`src/rtl/nmr_pkg.sv`:
```
// Shared types for the N-modular-redundancy comparator/voter.
// The result struct is sized for the largest legal configuration; users slice it.
package nmr_pkg;
  localparam int NMR_MAX_W  = 64;
  localparam int NMR_MAX_CH = 4;

  localparam logic MODE_CMP  = 1'b0;
  localparam logic MODE_VOTE = 1'b1;

  typedef enum logic [1:0] {IDLE, COLLECT, EVAL, REPORT} state_t;

  typedef struct packed {
    logic [NMR_MAX_W-1:0]  voted;
    logic                  match;
    logic                  no_majority;
    logic [NMR_MAX_CH-1:0] fault_mask;
  } vote_result_t;
endpackage

```
`src/rtl/nmr_vote_core.sv`:
```
// Combinational compare/vote over the latched channel words.
// Every decision is derived from per-channel counts of equal present words.
module nmr_vote_core
  import nmr_pkg::*;
#(
  parameter int WIDTH = 32,
  parameter int NCH   = 3
) (
  input  logic [NCH-1:0][WIDTH-1:0] i_words,
  input  logic [NCH-1:0]            i_present,
  input  logic                      i_mode,
  output vote_result_t              o_res
);
  localparam int         IW  = (NCH > 1) ? $clog2(NCH) : 1;
  localparam logic [2:0] THR = 3'(NCH / 2 + 1);

  logic [NCH-1:0][2:0] w_eqcnt;
  logic [2:0]          w_npres;
  logic [IW-1:0]       w_low;
  logic [IW-1:0]       w_maj;
  logic [IW-1:0]       w_ref;
  logic                w_has_maj;
  logic                w_distinct;

  always_comb begin
    w_eqcnt = '0;
    w_npres = '0;
    for (int i = 0; i < NCH; i++) begin
      if (i_present[i]) w_npres = w_npres + 3'd1;
      for (int j = 0; j < NCH; j++)
        if (i_present[j] && i_words[j] == i_words[i]) w_eqcnt[i] = w_eqcnt[i] + 3'd1;
    end
  end

  // Downward scan so the lowest-index candidate wins.
  always_comb begin
    w_low      = '0;
    w_maj      = '0;
    w_has_maj  = 1'b0;
    w_distinct = (w_npres >= 3'd2);
    for (int i = NCH - 1; i >= 0; i--) begin
      if (i_present[i]) w_low = IW'(i);
      if (i_present[i] && w_eqcnt[i] >= THR) begin
        w_maj     = IW'(i);
        w_has_maj = 1'b1;
      end
      if (i_present[i] && w_eqcnt[i] != 3'd1) w_distinct = 1'b0;
    end
  end

  always_comb begin
    o_res = '0;
    w_ref = (i_mode == MODE_VOTE && w_has_maj) ? w_maj : w_low;
    o_res.voted[WIDTH-1:0] = i_words[w_ref];
    o_res.match = &i_present;
    for (int i = 0; i < NCH; i++) begin
      if (i_present[i] && i_words[i] != i_words[w_low]) o_res.match = 1'b0;
      o_res.fault_mask[i] = !i_present[i] || (i_words[i] != i_words[w_ref]);
    end
    if (i_mode == MODE_CMP && w_distinct)
      o_res.fault_mask[NCH-1:0] = '1;
    if (i_mode == MODE_VOTE && !w_has_maj) begin
      o_res.no_majority         = 1'b1;
      o_res.fault_mask[NCH-1:0] = '1;
    end
  end
endmodule

```
`src/rtl/nmr_compare_voter.sv`:
```
// NMR comparator/voter: latches one word per core, evaluates once, holds the
// result until software acknowledges with all valid flags dropped.
module nmr_compare_voter
  import nmr_pkg::*;
#(
  parameter int WIDTH   = 32,
  parameter int NCH     = 3,
  parameter int TIMEOUT = 1024,
  parameter int CNT_W   = 16
) (
  input  logic                 clk,
  input  logic                 reset,
  input  logic [NCH*WIDTH-1:0] data_in,
  input  logic [NCH-1:0]       data_valid,
  input  logic                 mode,
  input  logic                 ack,
  input  logic                 cnt_clr,
  output logic [WIDTH-1:0]     voted_data,
  output logic                 match,
  output logic                 no_majority,
  output logic [NCH-1:0]       fault_mask,
  output logic                 timeout,
  output logic                 done,
  output logic                 irq,
  output logic [CNT_W-1:0]     mismatch_count
);
  localparam int TW = $clog2(TIMEOUT);

  state_t                    r_state;
  logic [NCH-1:0][WIDTH-1:0] r_words;
  logic [NCH-1:0]            r_present;
  logic                      r_mode;
  logic [TW-1:0]             r_timer;

  logic [NCH-1:0][WIDTH-1:0] w_words;
  vote_result_t              w_res;

  assign w_words = data_in;

  nmr_vote_core #(.WIDTH(WIDTH), .NCH(NCH)) u_vote (
    .i_words  (r_words),
    .i_present(r_present),
    .i_mode   (r_mode),
    .o_res    (w_res)
  );

  if (WIDTH < NMR_MAX_W) begin : g_vpad
    logic w_unused_v;
    assign w_unused_v = |w_res.voted[NMR_MAX_W-1:WIDTH];
  end
  if (NCH < NMR_MAX_CH) begin : g_fpad
    logic w_unused_f;
    assign w_unused_f = |w_res.fault_mask[NMR_MAX_CH-1:NCH];
  end

  always_ff @(posedge clk) begin
    if (reset) begin
      r_state        <= IDLE;
      r_words        <= '0;
      r_present      <= '0;
      r_mode         <= MODE_CMP;
      r_timer        <= '0;
      voted_data     <= '0;
      match          <= 1'b0;
      no_majority    <= 1'b0;
      fault_mask     <= '0;
      timeout        <= 1'b0;
      done           <= 1'b0;
      irq            <= 1'b0;
      mismatch_count <= '0;
    end else begin
      irq <= 1'b0;

      if (cnt_clr)
        mismatch_count <= '0;
      else if (r_state == EVAL && !w_res.match && mismatch_count != '1)
        mismatch_count <= mismatch_count + CNT_W'(1);

      case (r_state)
        IDLE: begin
          done <= 1'b0;
          if (!ack && |data_valid) begin
            r_state   <= COLLECT;
            r_mode    <= mode;
            r_timer   <= '0;
            r_present <= data_valid;
            for (int i = 0; i < NCH; i++)
              if (data_valid[i]) r_words[i] <= w_words[i];
          end
        end
        COLLECT: begin
          // First valid sighting wins; later data on a captured channel is ignored.
          for (int i = 0; i < NCH; i++)
            if (data_valid[i] && !r_present[i]) r_words[i] <= w_words[i];
          r_present <= r_present | data_valid;
          if (&r_present) begin
            r_state <= EVAL;
          end else if (r_timer == TW'(TIMEOUT - 1)) begin
            r_state <= EVAL;
            timeout <= 1'b1;
          end else begin
            r_timer <= r_timer + TW'(1);
          end
        end
        EVAL: begin
          voted_data  <= w_res.voted[WIDTH-1:0];
          match       <= w_res.match;
          no_majority <= w_res.no_majority;
          fault_mask  <= w_res.fault_mask[NCH-1:0];
          done        <= 1'b1;
          irq         <= 1'b1;
          r_state     <= REPORT;
        end
        REPORT: begin
          if (ack && data_valid == '0) begin
            r_state   <= IDLE;
            done      <= 1'b0;
            r_present <= '0;
            timeout   <= 1'b0;
          end
        end
        default: r_state <= IDLE;
      endcase
    end
  end
endmodule

```
`config.mk`:
```
export PLATFORM = sky130hd
export DESIGN_NAME = nmr_compare_voter
export DESIGN_NICKNAME = d
export VERILOG_FILES = /design/src/rtl/nmr_pkg.sv /design/src/rtl/nmr_vote_core.sv /design/src/rtl/nmr_compare_voter.sv
export SDC_FILE = /design/constraint.sdc
export NUM_CORES = 1
export LEC_CHECK = 0
export ABC_AREA = 1
export CORE_ASPECT_RATIO = 0.6
export CORE_MARGIN = 3
export CORE_UTILIZATION = 30
export DETAILED_ROUTE_END_ITERATION = 10
export PLACE_DENSITY = 0.47
export SLEW_MARGIN = 10
export SYNTH_ARGS = -nofsm -noshare
export SYNTH_HDL_FRONTEND = slang
export SYNTH_SLANG_ARGS = --single-unit
```
`constraint.sdc`:
```
create_clock -name clk -period 3.15 [get_ports clk]
set_input_delay 0.7875 -clock clk [delete_from_list [all_inputs] [get_ports clk]]
set_output_delay 0.7875 -clock clk [all_outputs]
set_load 0.005 [all_outputs]
```
==> results.json <==
{
  "status": "finished with violations",
  "failed_checks": "setup timing",
  "reg2reg_from": "r_words[11]$_SDFFE_PP0P_",
  "layout-drive-gt1-share": 0.306,
  "synth-seq-area-share": 0.243,
  "final_area_mm2": 0.0227,
  "power.share.clock": 0.087,
  "yosys.area.top_type": "dfxtp_1",
  "endpoint_kind": "flop",
  "hold_violations": 0,
  "placed_area_mm2": 0.0195,
  "max_stage_delay_ns": 0.42,
  "clock-sinks": 168,
  "crit_arrival_ns": 4.55,
  "synthesis.area_mm2": 0.0138,
  "required_ns": 3.51,
  "min_from": "voted_data[3]$_SDFFE_PP0P_",
  "synth-edff-count": 0,
  "powerDensity_mw_per_mm2": 1140,
  "synth_compound_area_frac": 0.136,
  "grt_usage": 0.335,
  "ir_worst_vdd_v": 0.000732,
  "grt.overflow.total": 0,
  "drt_pass1_iterations": 6,
  "hpwl_mm": 67.3,
  "slew-limit-headroom": 0.609,
  "hold_depth": 2,
  "comb_power_share": 0.780,
  "num-nets-final": 3124,
  "yosysTopAreaCellShare": 0.243,
  "cts_buffers": 17,
  "synth_area_leaders": "dfxtp_1, nand2_1, nand3_1, o21ai_0, nor2_1",
  "synthMuxAreaShare": 0,
  "crit_start": "r_words[11]$_SDFFE_PP0P_",
  "final_cell_mix": "nand2_1, buf_4, nand3_1",
  "worstSkewPairLatency_ns": 0.47,
  "period_share": 1.33,
  "num_rows": 60,
  "drv_slew": 0,
  "ant_nets": 0,
  "grt_pass1_wl_mm": 120,
  "drcViolationCount": 0,
  "ys_warn_count": 0,
  "critical_path.max_fanout": 6,
  "intPower_mw": 12.1,
  "cts_tree": "built",
  "pin_count": 160,
  "n_antenna_cell": 0,
  "pre_cts_slack_ns": -2.19,
  "synth_simple_gate_area_share": 0.453,
  "tns_ns": -16.35,
  "finalSetupViolCount": 35,
  "die_w_um": 283,
  "slowest_stage": "nor4_4",
  "netSwitchingFraction": 0.533,
  "syn_inst": 2425,
  "io_buffers": 159,
  "rsz0062_at_grt": "true",
  "antenna_found_initial": 5,
  "syn-num-nets": 2547,
  "reg2regPathDepth": 25,
  "synthXorXnorAreaFrac": 0.0462,
  "layout_commonest_cell": "nand2_1",
  "vias_per_cell": 5.39,
  "clock.fmax_ghz": 0.239,
  "die_h_um": 172,
  "drtIter0Drc": 2427,
  "synthAdderAreaFrac": 0.0179,
  "synthArstFlopShare": 0,
  "tightestPinTransition_ns": 0.586,
  "power.switching_mw": 13.8,
  "fin_crit_ns": 4.19,
  "clockBufferDepth": 2,
  "root_buffer": "clkbuf_16",
  "power_leakage_nw": 10.5,
  "worstSetupPathType": "flop to flop",
  "core-area_mm2": 0.0452,
  "syn_area_per_cell_um2": 5.70,
  "synth.distinct_cells": 41,
  "yosys_most_used_dff": "dfxtp_1",
  "vias": 19600,
  "synth-seq-cells": 168,
  "setup_slack_ns": -1.04,
  "synth_top_family_by_area": "simple AND/OR/NAND/NOR gates",
  "htree_num_levels": 4,
  "finClkSkew_ns": 0.0162,
  "area_growth_pct": 63.8,
  "fill_cells": 4659,
  "wl_per_cell_um": 23.6,
  "total_power_mw": 25.8,
  "cap_violations": 0,
  "routabilityCongestion": 1.04,
  "rrSetupSlack_ns": -1.04,
  "grt_pass1_vias": 17500,
  "cp-start-kind": "flop",
  "hold_path.class": "flop to flop",
  "seqPwrFrac": 0.133,
  "start_util": 0.306,
  "routed_wl_mm": 85.8,
  "die_area_mm2": 0.0488,
  "grt_max_degree": 42,
  "path_clk_slew_ns": 0.08
}
-- critical path: cells and delay by family, from the launching register on --
family / cells / cell delay [ns]
buffers and inverters: 6 / 0.88
XOR/XNOR: 1 / 0.24
AND/OR/NAND/NOR: 17 / 2.37
adder cells (fa/ha/maj): 1 / 0.24
flip-flops: 1 / 0.34
-- synth_stat cells, drive strengths merged, types with 3 or more instances --
master  number
a211oi       3
a21oi      133
buf         59
clkbuf      91
clkinv       3
dfxtp      168
fa           3
ha          15
inv        193
nand2      760
nand3      376
nand4       89
nor2       219
nor3         8
o211ai       9
o21ai      198
o221ai       3
o22ai        7
xnor2       46
xor2        27
-- registers in the layout, summed over array words and instances, names as in the netlist --
name,count
r_words,96
voted_data,32
mismatch_count,16
r_timer,10
fault_mask,3
r_present,3
r_state,2
done,1
irq,1
match,1
no_majority,1
r_mode,1
timeout,1
-- worst paths after layout --
path | end
max | fault_mask[2]$_SDFFE_PP0P_
min | voted_data[3]$_SDFFE_PP0P_
max reg2reg | fault_mask[2]$_SDFFE_PP0P_
min reg2reg | voted_data[3]$_SDFFE_PP0P_
-- metrics by stage --
step	hold slack (ns)	util	std cells
floorplan	0.452	-	2425
global placement	0.472	0.431	3531
detailed placement	0.475	0.431	3531
global route	0.511	0.501	3635
CTS	0.495	0.477	3607
finish	0.492	0.501	3635
-- area by class of cell --
cell class	instances	area, um2	share of cell area
clock buffer	19	453	0.0200
clock inverter	13	136	0.00602
inverter	196	756	0.0334
multi-input combinational	1913	10600	0.467
sequential	168	3410	0.151
tap	620	776	0.0342
timing repair buffer	706	6550	0.289
-- cells by family (layout without fill, tap and decap cells) --
kind of cell,Yosys count,in the layout
simple gates,1460,1462
compound gates,360,360
buf+inv,346,934
flops,168,168
xor+xnor,73,73
fa+ha+maj,18,18
-- power groups by stage --
| stage | Combinational, mW | Sequential [mW] | Clock [mW] |
|---|---|---|---|
| CTS | 18.2 | 3.40 | 2.30 |
| global route | 21.2 | 3.50 | 2.37 |
| floorplan | 7.87 | 3.29 | 0 |
| detailed placement | 16.4 | 3.42 | 0 |
| global placement | 16.4 | 3.40 | 0 |
| finish | 20.1 | 3.43 | 2.25 |
-- timing repair --
item,in CTS,in global routing
pin swaps,71,77
endpoints found under the hold margin,0,0
cloned,8,5
setup buffers,41,38
resized for setup,294,229
endpoints found under the setup margin,52,51
hold buffers,0,0
-- metal layers --
metal	vias up	GRT usage	routed length, um
li1	9148	-	-
met1	9341	0.519	41600
met2	1020	0.458	32700
met3	92	0.0818	9660
met4	6	0.0689	1820
met5	-	0	41
No activity file was read; power rests on OpenSTA's default activity.
